`src/rtl/instr_decode_stage.sv`:
```
// ----------------------------------------------------------------------------
// instr_decode_stage
//
// Purpose:
//   Decode stage of a small RV32-subset pipeline. An instruction word and its
//   PC are accepted through a valid/ready handshake, decoded into an ALU
//   operation code, immediate, shift amount and register addresses, and
//   presented to the execute stage one cycle later through a second handshake.
//   Unsupported encodings are flagged as illegal and counted as they are
//   consumed.
//
// Configuration macro:
//   DECODE_SKID_EN - when defined, a 2-entry skid buffer with a registered
//                    in_ready is used. When undefined (default), a single
//                    output register with in_ready = !out_valid || out_ready.
//
// Ports:
//   clk          in   sole clock, rising edge
//   rst_n        in   synchronous active-low reset
//   flush        in   drop all held instructions, accept nothing this cycle
//   in_valid     in   fetch side: instruction offered
//   in_ready     out  fetch side: stage can take an instruction
//   instr        in   32-bit instruction word
//   pc           in   address of instr
//   out_valid    out  execute side: decoded result present
//   out_ready    in   execute side: result consumed this cycle
//   alu_cntrl    out  6-bit ALU operation (6'b111111 = illegal)
//   imm_val      out  32-bit immediate operand
//   shift_amount out  instr[23:20]
//   rs1_addr     out  instr[19:15]
//   rs2_addr     out  instr[24:20]
//   rd_addr      out  instr[11:7]
//   reg_we       out  destination register write enable
//   pc_out       out  PC of the presented instruction
//   illegal      out  presented instruction is illegal
//   illegal_cnt  out  saturating count of consumed illegal instructions
// ----------------------------------------------------------------------------
module instr_decode_stage #(
    parameter int CNT_W = 8
) (
    input  logic             clk,
    input  logic             rst_n,
    input  logic             flush,
    input  logic             in_valid,
    output logic             in_ready,
    input  logic [31:0]      instr,
    input  logic [31:0]      pc,
    output logic             out_valid,
    input  logic             out_ready,
    output logic [5:0]       alu_cntrl,
    output logic [31:0]      imm_val,
    output logic [3:0]       shift_amount,
    output logic [4:0]       rs1_addr,
    output logic [4:0]       rs2_addr,
    output logic [4:0]       rd_addr,
    output logic             reg_we,
    output logic [31:0]      pc_out,
    output logic             illegal,
    output logic [CNT_W-1:0] illegal_cnt
);

    localparam logic [6:0] OP_R     = 7'b0110011;
    localparam logic [6:0] OP_I     = 7'b0010011;
    localparam logic [6:0] OP_LUI   = 7'b0110111;
    localparam logic [6:0] OP_STORE = 7'b0100011;
    localparam logic [6:0] OP_BR    = 7'b1100011;

    localparam logic [5:0] ALU_ILL  = 6'b111111;

    // Entry layout: {illegal, reg_we, alu, imm, shamt, rs1, rs2, rd, pc}
    localparam int ENT_W = 1 + 1 + 6 + 32 + 4 + 5 + 5 + 5 + 32;
    localparam logic [ENT_W-1:0] RESET_ENT = {2'b00, ALU_ILL, {(ENT_W-8){1'b0}}};
    localparam logic [CNT_W-1:0] CNT_ONE = {{(CNT_W-1){1'b0}}, 1'b1};

    logic [6:0]       w_op;
    logic [2:0]       w_f3;
    logic [6:0]       w_f7;
    logic [5:0]       w_alu;
    logic [31:0]      w_imm;
    logic             w_ill;
    logic             w_we;
    logic [ENT_W-1:0] w_dec_ent;
    logic [ENT_W-1:0] r_ent0;
    logic             w_push;
    logic [CNT_W-1:0] r_cnt;

    assign w_op = instr[6:0];
    assign w_f3 = instr[14:12];
    assign w_f7 = instr[31:25];

    // ------------------------------------------------------------------
    // Combinational decode of the incoming word
    // ------------------------------------------------------------------
    always_comb begin
        w_alu = ALU_ILL;
        w_imm = 32'h0;
        case (w_op)
            OP_R: begin
                case ({w_f7, w_f3})
                    10'b0000000_000: w_alu = 6'b000000;
                    10'b0100000_000: w_alu = 6'b000001;
                    10'b0000000_001: w_alu = 6'b000010;
                    10'b0000000_010: w_alu = 6'b000011;
                    10'b0000000_011: w_alu = 6'b000100;
                    10'b0000000_100: w_alu = 6'b000101;
                    10'b0000000_101: w_alu = 6'b000110;
                    10'b0100000_101: w_alu = 6'b000111;
                    10'b0000000_110: w_alu = 6'b001000;
                    10'b0000000_111: w_alu = 6'b001001;
                    default:         w_alu = ALU_ILL;
                endcase
            end
            OP_I: begin
                w_imm = {{20{instr[31]}}, instr[31:20]};
                case (w_f3)
                    3'b000: w_alu = 6'b001010;
                    3'b001: w_alu = (w_f7 == 7'b0) ? 6'b001011 : ALU_ILL;
                    3'b010: w_alu = 6'b001100;
                    3'b011: w_alu = 6'b001101;
                    3'b100: w_alu = 6'b001110;
                    // SRAI (funct7 0100000) is deliberately unsupported
                    3'b101: w_alu = (w_f7 == 7'b0) ? 6'b001111 : ALU_ILL;
                    3'b110: w_alu = 6'b010000;
                    default: w_alu = 6'b010001;
                endcase
            end
            OP_LUI: begin
                // Upper immediate left unshifted; the ALU applies the << 12
                w_imm = {12'b0, instr[31:12]};
                w_alu = 6'b010010;
            end
            OP_STORE: begin
                w_imm = {{20{instr[31]}}, instr[31:25], instr[11:7]};
                case (w_f3)
                    3'b000:  w_alu = 6'b010111;
                    3'b001:  w_alu = 6'b011000;
                    3'b010:  w_alu = 6'b011001;
                    default: w_alu = ALU_ILL;
                endcase
            end
            OP_BR: begin
                w_imm = {{19{instr[31]}}, instr[31], instr[7], instr[30:25], instr[11:8], 1'b0};
                case (w_f3)
                    3'b000:  w_alu = 6'b011010;
                    3'b001:  w_alu = 6'b011011;
                    3'b100:  w_alu = 6'b011100;
                    3'b101:  w_alu = 6'b011101;
                    default: w_alu = ALU_ILL;
                endcase
            end
            default: w_alu = ALU_ILL;
        endcase
        w_ill = (w_alu == ALU_ILL);
        if (w_ill) begin
            w_imm = 32'h0;
        end
        w_we = !w_ill && ((w_op == OP_R) || (w_op == OP_I) || (w_op == OP_LUI));
    end

    assign w_dec_ent = {w_ill, w_we, w_alu, w_imm, instr[23:20], instr[19:15],
                        instr[24:20], instr[11:7], pc};

    assign w_push = in_valid && in_ready;

`ifdef DECODE_SKID_EN
    // ------------------------------------------------------------------
    // Two-entry skid buffer; r_ent0 is always the head. in_ready comes from
    // a flop so there is no path from out_ready to in_ready.
    // ------------------------------------------------------------------
    logic [ENT_W-1:0] r_ent1;
    logic [1:0]       r_count;
    logic             r_ready;
    logic             w_pop;

    assign w_pop     = (r_count != 2'd0) && out_ready;
    assign in_ready  = r_ready && rst_n && !flush;
    assign out_valid = (r_count != 2'd0);

    always_ff @(posedge clk) begin
        if (!rst_n) begin
            r_count <= 2'd0;
            r_ready <= 1'b1;
            r_ent0  <= RESET_ENT;
            r_ent1  <= RESET_ENT;
        end else if (flush) begin
            r_count <= 2'd0;
            r_ready <= 1'b1;
        end else begin
            case ({w_push, w_pop})
                2'b10: begin
                    if (r_count == 2'd0) begin
                        r_ent0 <= w_dec_ent;
                    end else begin
                        r_ent1 <= w_dec_ent;
                    end
                    r_count <= r_count + 2'd1;
                    r_ready <= (r_count == 2'd0);
                end
                2'b01: begin
                    r_ent0  <= r_ent1;
                    r_count <= r_count - 2'd1;
                    r_ready <= 1'b1;
                end
                // Push and pop together only happens with one entry held
                2'b11: r_ent0 <= w_dec_ent;
                default: ;
            endcase
        end
    end
`else
    // ------------------------------------------------------------------
    // Single output register; ready whenever the slot is empty or draining.
    // ------------------------------------------------------------------
    logic r_valid;

    assign in_ready  = rst_n && !flush && (!r_valid || out_ready);
    assign out_valid = r_valid;

    always_ff @(posedge clk) begin
        if (!rst_n) begin
            r_valid <= 1'b0;
            r_ent0  <= RESET_ENT;
        end else if (flush) begin
            r_valid <= 1'b0;
        end else if (w_push) begin
            r_valid <= 1'b1;
            r_ent0  <= w_dec_ent;
        end else if (out_ready) begin
            r_valid <= 1'b0;
        end
    end
`endif

    assign {illegal, reg_we, alu_cntrl, imm_val, shift_amount, rs1_addr, rs2_addr, rd_addr,
            pc_out} = r_ent0;

    // Flushed results are never consumed, so they do not count.
    always_ff @(posedge clk) begin
        if (!rst_n) begin
            r_cnt <= '0;
        end else if (out_valid && out_ready && !flush && illegal && !(&r_cnt)) begin
            r_cnt <= r_cnt + CNT_ONE;
        end
    end

    assign illegal_cnt = r_cnt;

endmodule

```
`config.mk`:
```
export PLATFORM = sky130hd
export DESIGN_NAME = instr_decode_stage
export DESIGN_NICKNAME = d
export VERILOG_FILES = /design/src/rtl/instr_decode_stage.sv
export SDC_FILE = /design/constraint.sdc
export NUM_CORES = 1
export LEC_CHECK = 0
export ABC_CLOCK_PERIOD_IN_PS = 4510
export CAP_MARGIN = 20
export CORE_ASPECT_RATIO = 1.2
export CORE_MARGIN = 5
export CORE_UTILIZATION = 55
export CTS_CLUSTER_SIZE = 40
export DETAILED_ROUTE_END_ITERATION = 10
export DONT_BUFFER_PORTS = 1
export GPL_TIMING_DRIVEN = 0
export PLACE_DENSITY = 0.73
export SYNTH_ARGS = -nofsm -noshare
export SYNTH_HDL_FRONTEND = slang
export SYNTH_SLANG_ARGS = --single-unit
```
`constraint.sdc`:
```
create_clock -name clk -period 4.51 [get_ports clk]
set_clock_uncertainty 0.15 [all_clocks]
set_input_delay 0.2255 -clock clk [delete_from_list [all_inputs] [get_ports clk]]
set_output_delay 0.2255 -clock clk [all_outputs]
set_load 0.01 [all_outputs]
```
Yosys cells after proc, flatten, opt, wreduce, memory -nomap -nowiden
Cells that the tools add are included.
Cells by class
  add/sub/neg operators: 1
  shifts and indexed selects: 0
  $mul: 0
  equality and inequality tests: 21
  reduce and logical (&&, ||, !) cells: 22
  div/mod/pow operators: 0
  order comparisons: 0
  bitwise logic cells: 2
  mux-type cells: 11
Operators with widths (count)
  $pmux 32 s4: 1
  $pmux 6 s10: 1
  $pmux 6 s7: 1
  $eq 10x3->1 const B: 4
  $mux 32: 1
  $pmux 6 s5: 1
  $pmux 6 s4: 1
  $eq 7x6->1 const B: 3
  $eq 10x2->1 const B: 2
  $eq 10x9->1 const B: 2
  $pmux 6 s3: 1
  $mux 6: 2
  $eq 10x1->1 const B: 1
  $logic_not 10->1: 1
  $eq 3x3->1 const B: 3
  $add 8x1->8 const B: 1
  $logic_and 1x1->1: 8
  $reduce_and 8->1: 1
  $eq 7x5->1 const B: 1
  $eq 7x7->1 const B: 1
  $logic_not 7->1: 1
  $eq 3x2->1 const B: 2
  $eq 6x6->1 const B: 1
  $logic_not 1->1: 4
  other kinds (8): 12
Word-level totals
  bits in writable memories: 0
  bits of input ports: 69
  bits in latches: 0
  bits in read-only memories: 0
  register bits: 100
  logic and storage cells: 60
  memories kept: 0

Depth between registers and ports, before layout
Gate-level depths: netlist of run 1.
  depth after elaboration: 7
  mapped depth: 7
  depth with buffers taken out: 6

Least setup slack after synthesis of run 1
No wires, ideal clock.
  kind: register to register
  start point: reg r_valid, in the netlist out_valid
  end point: reg r_ent0[59]
  buffers on the path: 2
  library setup time: 67 ps
  arrival time: 1652 ps
  slack: 2641 ps
  required time: 4293 ps
  cell stages (with the launch flop): 8
  cells stage by stage: dfxtp_1 -> nor2b_1 -> or3b_1 -> buf_2 -> a21oi_4 -> nand3_4 -> buf_6 -> o21ai_2
Between the ends
  word-level cells in the longest chain between the ends: 5
RTL lines
  start, declared: line 214  | logic r_valid;
  start signal, assigned: line 221  | r_valid <= 1'b0;
  start signal, assigned: line 224  | r_valid <= 1'b0;
  start signal, assigned: line 226  | r_valid <= 1'b1;
  $logic_not 1->1: line 216  | assign in_ready = rst_n && !flush && (!r_valid || out_ready);
  $logic_or 1x1->1: line 216
  $logic_and 1x1->1: line 216
  $logic_and 1x1->1: line 163  | assign w_push = in_valid && in_ready;
  $reduce_and 2->1 (no line)
  end signal, assigned: line 227  | r_ent0 <= w_dec_ent;
  end, declared: line 83  | logic [ENT_W-1:0] r_ent0;
No other way between the ends.
A chain may end at the register's enable or synchronous reset.

Worst setup path in the final report of run 1
  start point: reg r_valid, in the netlist out_valid
  end point: reg r_ent0[3]
Same word-level chain as after synthesis.

==> impl_metrics.csv, run 1 <==
group,metric,value,unit
hold_path,min_path_type,"in2reg",
floorplanning,die_height,104,um
logic_synthesis,netlist_top_cells_area,"dfxtp_1 42%, nand2_1 11%, a21boi_0 8.9%",
floorplanning,io_pins,170,
worst_setup_path,reg2reg_depth,7,
timing,final.setup.tns,0,ns
floorplanning,core_area,7230,um2
grt,track_usage,25.9,%
worst_setup_path,critical_path.endpoint_type,"register",
clocking,cts_inserted_buffers,9,
layout,stdcell_count,634,
layout,area.sequential,1700,um2
floorplanning,num_rows,34,
logic_synthesis,post_synthesis_async_set_or_reset_flop_share,0,%
layout,post_route_cells_drive_above_1_share,12.1,%
status,outcome,"finished clean",
logic_synthesis,ys_ff_latch,85,
timing,final_min_period,2.14,ns
logic_synthesis,synth-edff-count,0,
detailed_routing,post-route-drc-count,0,
worst_setup_path,r2r-end,"r_ent0[3]",
layout,syn2layout_area_growth,21.8,%
placement,placement.io_buffers,0,
logic_synthesis,synth.lib_cells_used.distinct,62,
clocking,cts_tree,"done",
worst_setup_path,setup.reg_to_reg.worst_slack,2.37,ns
logic_synthesis,syn-cell-area,4060,um2
logic_synthesis,synth-seq-area-share,41.9,%
logic_synthesis,yosys.area.top_type_share,41.9,%
layout,nNetsFinal,609,
logic_synthesis,syn-instance-count,471,
hold_path,min-delay-start,"instr[7]",
worst_setup_path,timing.critical_path.fanout_max,10,
logic_synthesis,synth.top_cells.by_count,"118 x nand2_1, 85 x dfxtp_1, 48 x a21boi_0, 21 x clkbuf_1, 15 x buf_4",
logic_synthesis,synthMostInstantiatedCell,"nand2_1",
clocking,clock_tree.htree_level_count,3,
clocking,clkTransAtPathRegs,0.10,ns
placement,routabilityCongestion,0.953,
clocking,worstSkewPairLatency,0.36,ns
worst_setup_path,timing.critical_path.from,"out_valid",
clocking,cts_repair_resize_count,0,
grt,grt_max_degree,17,
timing,report.final.slew_viol_count,0,
worst_setup_path,worstReg2RegStart,"out_valid",
placement,place.detailed.hpwl,8600,um
timing,hold_violations,0,
hold_path,hold_worst_path_end,"r_ent0[51]",
logic_synthesis,postSynthAreaPerCell,8.63,um2
clocking,cts_root_buffer,"clkbuf_8",
worst_setup_path,startpoint_class_of_the_critical_path,"register",
floorplanning,chipWidth,88.5,um
floorplanning,dieArea,9220,um2
layout,fillers,579,
worst_setup_path,worst_ep_arrival_time,2.28,ns
grt,grt_pass1_vias,3717,
clocking,sink_count,85,
timing,worstMarginPinSlew,0.814,ns
pwr,design_power_total,0.00150,W
layout,multi_input_logic_area,2090,um2
pwr,power-per-cell-area,304,nW/um2
timing,layout_worst_path_cycle_share,47.4,%
logic_synthesis,yosysWarnings,0,
detailed_routing,ant_nets,0,
worst_setup_path,crit_required,4.65,ns
timing,fmax,467,MHz
placement,numPlacedInstances,561,
detailed_routing,first_pass_iters,4,
timing,normalized_max_slew_margin,45.1,%
pwr,ir_worst_vdd,0.233,mV
detailed_routing,total_length_of_routed_wires,12100,um
hold_path,min_path_cells,3,
clocking,post-cts-setup-buffer-count,0,
detailed_routing,route.detailed.vias_per_inst,5.85,
logic_synthesis,synthDominantAreaCellType,"dfxtp_1",
grt,grt.overflow.total,0,
timing,report.final.setup_viol,0,
detailed_routing,dr_total_vias,3706,
logic_synthesis,syn_nets,541,
detailed_routing,drt_first_iter_violations,203,
clocking,clk_path_buf_depth,2,
job,drv_cap,0,
floorplanning,starting_density,56.2,%
grt,first_pass_grt_wire_length,18900,um
logic_synthesis,postSynth.topFlopCell,"dfxtp_1",
timing,unrepaired_setup_endpoints_after_global_routing,"no",
grt,antenna_found_initial,0,
layout,antenna_cells,0,
detailed_routing,routed_wire_length_per_instance,19.1,um
worst_setup_path,path_class,"reg2reg",
pwr,power.leakage,1.77,nW
==> worst max-delay path: stages (launching register included) <==
cell      delay [ns]
dfxtp_1         0.36
nor2b_1         0.18
nand2b_1        0.17
nor2_1          0.39
buf_2           0.32
buf_2           0.26
nand2_1         0.08
a21boi_0        0.16
==> cell usage in the layout (no fill, tap or decap), types with 7 or more instances in the layout <==
cell and count:
o21ai_0 13, dfxtp_1 85, a21boi_0 48, nand3_1 7, and2_1 7, nand2_1 118
buf_2 9, xor2_1 7, o21ai_2 10, dlygate4sd3_1 57, nand2b_1 9, clkbuf_1 21
a21oi_1 12, nor2b_1 9, clkbuf_8 9, buf_4 15, nor2_1 11
==> final cells by class <==
cell class | instances | share of cell area (%)
Tap cell | 90 | 2.28
Clock buffer | 9 | 2.50
Timing Repair Buffer | 57 | 11.5
Inverter | 3 | 0.228
Multi-Input combinational cell | 336 | 42.3
Sequential cell | 85 | 34.4
Buffer | 47 | 5.23
Clock inverter | 7 | 1.59
==> how the worst max path moves through the flow <==
| stage | slack, ns | endpoint | cells past startpoint |
|---|---|---|---|
| floorplan | 2.64 | r_ent0[59] | 7 |
| global placement | 2.42 | r_ent0[69] | 7 |
| detailed placement | 2.40 | r_ent0[66] | 7 |
| CTS | 2.37 | r_ent0[3] | 7 |
| global route | 2.12 | r_ent0[2] | 7 |
| finish | 2.37 | r_ent0[3] | 7 |
==> metrics by stage <==
step	hold WS (ns)	utilization [%]	setup slack, ns	area (um2)
after global placement	0.205	57.8	2.42	4180
after CTS	0.00399	68.4	2.37	4950
after floorplan	0.196	-	2.64	4060
final	0.0203	68.4	2.37	4950
after global routing	0.0264	68.4	2.12	4950
after detailed placement	0.229	57.8	2.40	4180
==> logic make-up after synthesis <==
logic type / count (synthesis) / synth area share [%]
buffers and inverters: 50 / 6.65
xor gates and xnor gates: 9 / 1.94
AOI/OAI and AO/OA: 129 / 23.7
muxes: 2 / 0.523
adders and majority gates: 1 / 0.308
DFF: 85 / 41.9
and+or+nand+nor: 195 / 25.0
==> state kept, by name, summed over array words and instances, names as in the netlist <==
name,count
out_valid,1
r_ent0,76
illegal_cnt,8
==> power breakdown <==
group | switching, W | internal (W)
Clock | 0.000303 | 0.000263
Sequential | 0.0000197 | 0.000766
Combinational | 0.0000783 | 0.0000741
==> repair_timing <==
item | in CTS | in global routing
endpoints found under the hold margin | 64 | 0
hold buffers | 57 | 0
endpoints found under the setup margin | 0 | 0
==> routing by layer <==
layer | share of wire (%) | vias to the layer above | track usage (%)
met5 | 0 | - | 0
met4 | 3.5 | 0 | 10.8
met3 | 9.4 | 35 | 8.64
met2 | 50 | 174 | 43.8
li1 | - | 1754 | -
met1 | 37 | 1743 | 29.0
No activity file was read; power rests on OpenSTA's default activity.
==> inputs of run 2 (changes only) <==
--- a/config.mk
+++ b/config.mk
@@ -5,7 +5,7 @@
 export SDC_FILE = /design/constraint.sdc
 export NUM_CORES = 1
 export LEC_CHECK = 0
-export ABC_CLOCK_PERIOD_IN_PS = 4510
+export ABC_CLOCK_PERIOD_IN_PS = 2200
 export CAP_MARGIN = 20
 export CORE_ASPECT_RATIO = 1.2
 export CORE_MARGIN = 5
==> constraint.sdc (replaced) <==
create_clock -name clk -period 2.2 [get_ports clk]
set_clock_uncertainty 0.15 [all_clocks]
set_input_delay 0.11 -clock clk [delete_from_list [all_inputs] [get_ports clk]]
set_output_delay 0.11 -clock clk [all_outputs]
set_load 0.01 [all_outputs]
==> impl_metrics.csv, run 2 (same netlist as run 1, synthesis figures left out) <==
group,metric,value,unit
worst_setup_path,path_class,"reg2reg",
detailed_routing,dr_total_vias,3717,
grt,grt_max_degree,17,
detailed_routing,routed_wire_length_per_instance,18.8,um
timing,final_min_period,2.08,ns
worst_setup_path,reg2reg_depth,5,
floorplanning,starting_density,56.2,%
detailed_routing,drt_first_iter_violations,189,
floorplanning,num_rows,34,
clocking,clkTransAtPathRegs,0.09,ns
grt,track_usage,26.0,%
grt,first_pass_grt_wire_length,19100,um
pwr,ir_worst_vdd,0.479,mV
grt,grt_pass1_vias,3744,
layout,multi_input_logic_area,2110,um2
layout,final_non_filler_cell_area,5040,um2
detailed_routing,route.detailed.vias_per_inst,5.80,
clocking,cts_inserted_buffers,9,
job,drv_cap,0,
timing,report.final.slew_viol_count,0,
placement,routabilityCongestion,0.953,
worst_setup_path,worstPathCellList,"nor2b_2 > nor2_1 > dlygate4sd3_1 > nor2_1 > dlygate4sd3_1",
placement,pre_cts_ws,0.0894,ns
timing,final.setup.tns,0,ns
timing,normalized_max_slew_margin,44.0,%
layout,final_core_utilization,69.7,%
floorplanning,core_area,7230,um2
placement,placed_cell_area,4180,um2
worst_setup_path,critical_path.endpoint_type,"register",
worst_setup_path,startpoint_class_of_the_critical_path,"register",
layout,layout_commonest_cell,"nand2_1",
worst_setup_path,critical-path-slowest-cell,"dlygate4sd3_1",
layout,number_of_flip_flops_under_the_largest_register_name,76,
timing,unrepaired_setup_endpoints_after_global_routing,"no",
timing,report.final.setup_viol,0,
layout,fillers,570,
timing,worstMarginPinSlew,0.832,ns
layout,largest-register,"r_ent0",
layout,area.sequential,1700,um2
pwr,power-per-cell-area,616,nW/um2
hold_path,min_path_type,"in2reg",
clocking,worstSkewPairLatency,0.36,ns
layout,antenna_cells,0,
floorplanning,io_pins,170,
detailed_routing,total_length_of_routed_wires,12100,um
detailed_routing,first_pass_iters,4,
hold_path,min_path_cells,2,
floorplanning,dieArea,9220,um2
clocking,cts_tree,"done",
worst_setup_path,timing.critical_path.fanout_max,4,
clocking,clock_tree.htree_level_count,3,
placement,placement.io_buffers,0,
worst_setup_path,timing.critical_path.slowest_cell_delay,0.55,ns
status,outcome,"finished clean",
floorplanning,die_height,104,um
layout,post_route_cells_drive_above_1_share,12.9,%
detailed_routing,post-route-drc-count,0,
worst_setup_path,worst_ep_arrival_time,2.23,ns
pwr,power.leakage,1.80,nW
clocking,cts_root_buffer,"clkbuf_8",
detailed_routing,ant_nets,0,
grt,grt.overflow.total,0,
timing,fmax,481,MHz
timing,hold_violations,0,
clocking,clk_path_buf_depth,2,
grt,antenna_found_initial,0,
timing,worst_slack,0.123,ns
timing,layout_worst_path_cycle_share,94.4,%
layout,commonest_cells_after_routing_fill_and_taps_aside,"118 x nand2_1, 85 x dfxtp_1, 62 x dlygate4sd3_1",
layout,syn2layout_area_growth,24.0,%
layout,nNetsFinal,616,
floorplanning,chipWidth,88.5,um
clocking,sink_count,85,
placement,place.detailed.hpwl,8600,um
worst_setup_path,crit_required,2.36,ns
## run 2: cell type report
class	instances	area share [%]
multi-input cells	336	41.8
flip-flops and latches	85	33.8
repair buffers	64	12.9
plain buffers	47	5.14
clock buffers	9	2.46
well taps	90	2.23
clock inverters	7	1.56
inverters	3	0.223
## run 2: final timing paths
check	startpoint	to	slack (ns)
setup reg to reg	out_valid	out_valid	0.12
hold reg to reg	r_ent0[89]	r_ent0[89]	0.36
setup / recovery	out_valid	out_valid	0.12
hold / removal	rst_n	r_ent0[15]	0.01
## run 2: what timing repair did
item                                    CTS  global route
gates resized for setup                   0             4
hold buffers                             62             0
setup buffers                             0             2
endpoints found under the setup margin    0            26
hold endpoints to repair                 73             0
## run 2: metal layers
| layer | global-route usage [%] | share of wire [%] |
|---|---|---|
| met5 | 0 | 0 |
| met1 | 29.0 | 37 |
| met3 | 9.11 | 10 |
| met2 | 44.7 | 50 |
| met4 | 9.40 | 2.9 |
## run 2: per-stage QoR
| step | hold WS (ns) | instances | total power (W) |
|---|---|---|---|
| 2_1_floorplan | 0.0807 | 471 | 0.00181 |
| 3_3_place_gp | 0.0892 | 561 | 0.00186 |
| 3_5_place_dp | 0.114 | 561 | 0.00186 |
| 4_1_cts | 0.00583 | 639 | 0.00311 |
| 5_1_grt | 0.0416 | 641 | 0.00323 |
| 6_report | 0.0106 | 641 | 0.00310 |
## run 2: power by group
part           internal [W]  leakage, nW  switching [W]
logic              0.000161         1.01       0.000171
registers           0.00157        0.688      0.0000403
clock network      0.000539       0.0982       0.000623
## run 2: worst max-delay path: cells and delay by family, from the launching register on
kind,cells,cell delay [ns]
and+or+nand+nor,3,0.36
buffers and inverters,2,1.10
DFF,1,0.42
==> inputs of run 3 (changes only) <==
--- a/config.mk
+++ b/config.mk
@@ -9,12 +9,13 @@
 export CAP_MARGIN = 20
 export CORE_ASPECT_RATIO = 1.2
 export CORE_MARGIN = 5
-export CORE_UTILIZATION = 55
+export CORE_UTILIZATION = 47
+export CTS_BUF_LIST = sky130_fd_sc_hd__clkbuf_8
 export CTS_CLUSTER_SIZE = 40
 export DETAILED_ROUTE_END_ITERATION = 10
 export DONT_BUFFER_PORTS = 1
 export GPL_TIMING_DRIVEN = 0
-export PLACE_DENSITY = 0.73
+export PLACE_DENSITY = 0.65
 export SYNTH_ARGS = -nofsm -noshare
 export SYNTH_HDL_FRONTEND = slang
 export SYNTH_SLANG_ARGS = --single-unit
==> impl_metrics.csv, run 3 (same netlist as run 1, synthesis figures left out) <==
group,metric,value,unit
layout,commonest_cells_after_routing_fill_and_taps_aside,"118 x nand2_1, 85 x dfxtp_1, 62 x dlygate4sd3_1",
floorplanning,starting_density,47.7,%
layout,fillers,774,
layout,antenna_cells,0,
detailed_routing,route.detailed.vias_per_inst,5.51,
layout,layout_commonest_cell,"nand2_1",
grt,first_pass_grt_wire_length,19100,um
layout,area.sequential,1700,um2
clocking,cts_inserted_buffers,9,
worst_setup_path,cp-endpoint,"out_valid",
placement,place.detailed.hpwl,8760,um
worst_setup_path,critical-path-slowest-cell,"dlygate4sd3_1",
detailed_routing,ant_nets,0,
hold_path,min_path_type,"in2reg",
layout,multi_input_logic_area,2100,um2
detailed_routing,total_length_of_routed_wires,12500,um
clocking,cts_tree,"done",
layout,largest-register,"r_ent0",
detailed_routing,routed_wire_length_per_instance,18.7,um
floorplanning,core_area,8520,um2
timing,final_min_period,2.08,ns
detailed_routing,dr_total_vias,3683,
hold_path,min_path_cells,2,
timing,report.final.setup_viol,0,
timing,hold_violations,0,
worst_setup_path,timing.critical_path.fanout_max,4,
grt,track_usage,23.2,%
floorplanning,chipWidth,94.9,um
clocking,worstSkewPairLatency,0.36,ns
layout,number_of_flip_flops_under_the_largest_register_name,76,
worst_setup_path,r2r-end,"out_valid",
worst_setup_path,worst_ep_arrival_time,2.24,ns
layout,final_core_utilization,59.8,%
hold_path,min-delay-start,"rst_n",
worst_setup_path,startpoint_class_of_the_critical_path,"register",
grt,grt_pass1_vias,3665,
worst_setup_path,timing.critical_path.from,"out_valid",
grt,grt.overflow.total,0,
job,drv_cap,0,
clocking,sink_count,85,
clocking,clock_tree.htree_level_count,3,
pwr,ir_worst_vdd,0.543,mV
layout,syn2layout_area_growth,25.4,%
worst_setup_path,path_class,"reg2reg",
pwr,power.share.sequential,50.0,%
timing,final.setup.tns,0,ns
floorplanning,io_pins,170,
worst_setup_path,worstReg2RegStart,"out_valid",
detailed_routing,post-route-drc-count,0,
layout,nNetsFinal,616,
placement,routabilityCongestion,0.908,
clocking,clkTransAtPathRegs,0.09,ns
pwr,power.net_switching,0.000829,W
detailed_routing,first_pass_iters,5,
grt,grt_max_degree,17,
pwr,comb_power_share,10.4,%
pwr,pwr-share-clk,39.6,%
detailed_routing,drt_first_iter_violations,182,
clocking,cts_root_buffer,"clkbuf_8",
floorplanning,die_height,112,um
worst_setup_path,timing.critical_path.slowest_cell_delay,0.55,ns
clocking,clk_path_buf_depth,2,
timing,report.final.slew_viol_count,0,
timing,worstMarginPinSlew,0.817,ns
worst_setup_path,worstPathCellList,"nor2b_2 > nor2_1 > dlygate4sd3_1 > nor2_1 > dlygate4sd3_1",
floorplanning,dieArea,10600,um2
pwr,cell_internal_pwr,0.00239,W
layout,post_route_cells_drive_above_1_share,12.9,%
timing,fmax,480,MHz
pwr,power-per-cell-area,632,nW/um2
grt,antenna_found_initial,0,
timing,layout_worst_path_cycle_share,94.6,%
status,outcome,"finished clean",
worst_setup_path,crit_required,2.36,ns
pwr,power.leakage,1.82,nW
placement,placement.io_buffers,0,
timing,normalized_max_slew_margin,45.0,%
worst_setup_path,reg2reg_depth,5,
floorplanning,num_rows,37,
worst_setup_path,setup.reg_to_reg.worst_slack,0.12,ns
worst_setup_path,critical_path.endpoint_type,"register",
timing,unrepaired_setup_endpoints_after_global_routing,"no",
pwr,switching_share,25.8,%
## run 3: cell count changes in the layout (fill, tap and decap cells not counted), sizes merged
cell,before,now
clkinv,1,2
clkinvlp,2,1
bufinv,1,2
inv,6,5
## run 3: worst min-delay path by stage
| stage | end | slack (ns) |
|---|---|---|
| global placement | out_valid | 0.09 |
| CTS | r_ent0[83] | 0.002 |
| global route | r_ent0[83] | 0.03 |
| finish | r_ent0[16] | 0.01 |
| floorplan | out_valid | 0.08 |
| detailed placement | out_valid | 0.1 |
## run 3: stage by stage
step	total power (W)	hold WS, ns	cells	area (um2)	setup slack, ns
6_report	0.00322	0.0132	668	5100	0.118
3_5_place_dp	0.00187	0.0994	588	4210	0.0444
4_1_cts	0.00324	0.00176	666	5060	0.0700
5_1_grt	0.00333	0.0348	668	5100	0.00377
3_3_place_gp	0.00186	0.0908	588	4210	0.0740
2_1_floorplan	0.00181	0.0807	471	4060	0.331
## run 3: worst max-delay path, delay by kind of cell, from the launching register on
kind / cells / cell delay [ns]
flip-flops: 1 / 0.41
buffers and inverters: 2 / 1.10
AND/OR/NAND/NOR: 3 / 0.36
## run 3: area by class of cell
cell class                 instances  share of cell area (%)
multi-input combinational        336                    41.1
sequential                        85                    33.4
timing repair buffer              64                    12.7
buffer                            47                    5.11
tap                              117                    2.87
clock buffer                       9                    2.43
clock inverter                     7                    2.11
inverter                           3                   0.221
## run 3: layer usage
layer	vias to the layer above	wire [um]	track usage [%]	share of wire (%)
met5	-	0	0	0
met4	0	378	9.91	3.0
met3	38	1300	9.19	10
met2	166	6190	39.0	50
met1	1706	4620	25.6	37
li1	1773	-	-	-
## run 3: timing repair
action / 4_1_cts / 5_1_grt
endpoints found under the hold margin: 73 / 0
resized for setup: 1 / 3
hold buffers: 62 / 0
setup buffers: 0 / 2
endpoints found under the setup margin: 1 / 19
pin swaps: 0 / 0
## run 3: power groups by stage
stage | logic, W | registers (W) | clock network [W]
after floorplan | 0.000173 | 0.00164 | 0
after global placement | 0.000214 | 0.00165 | 0
after detailed placement | 0.000219 | 0.00165 | 0
after CTS | 0.000326 | 0.00161 | 0.00130
after global routing | 0.000364 | 0.00161 | 0.00136
final | 0.000333 | 0.00161 | 0.00128
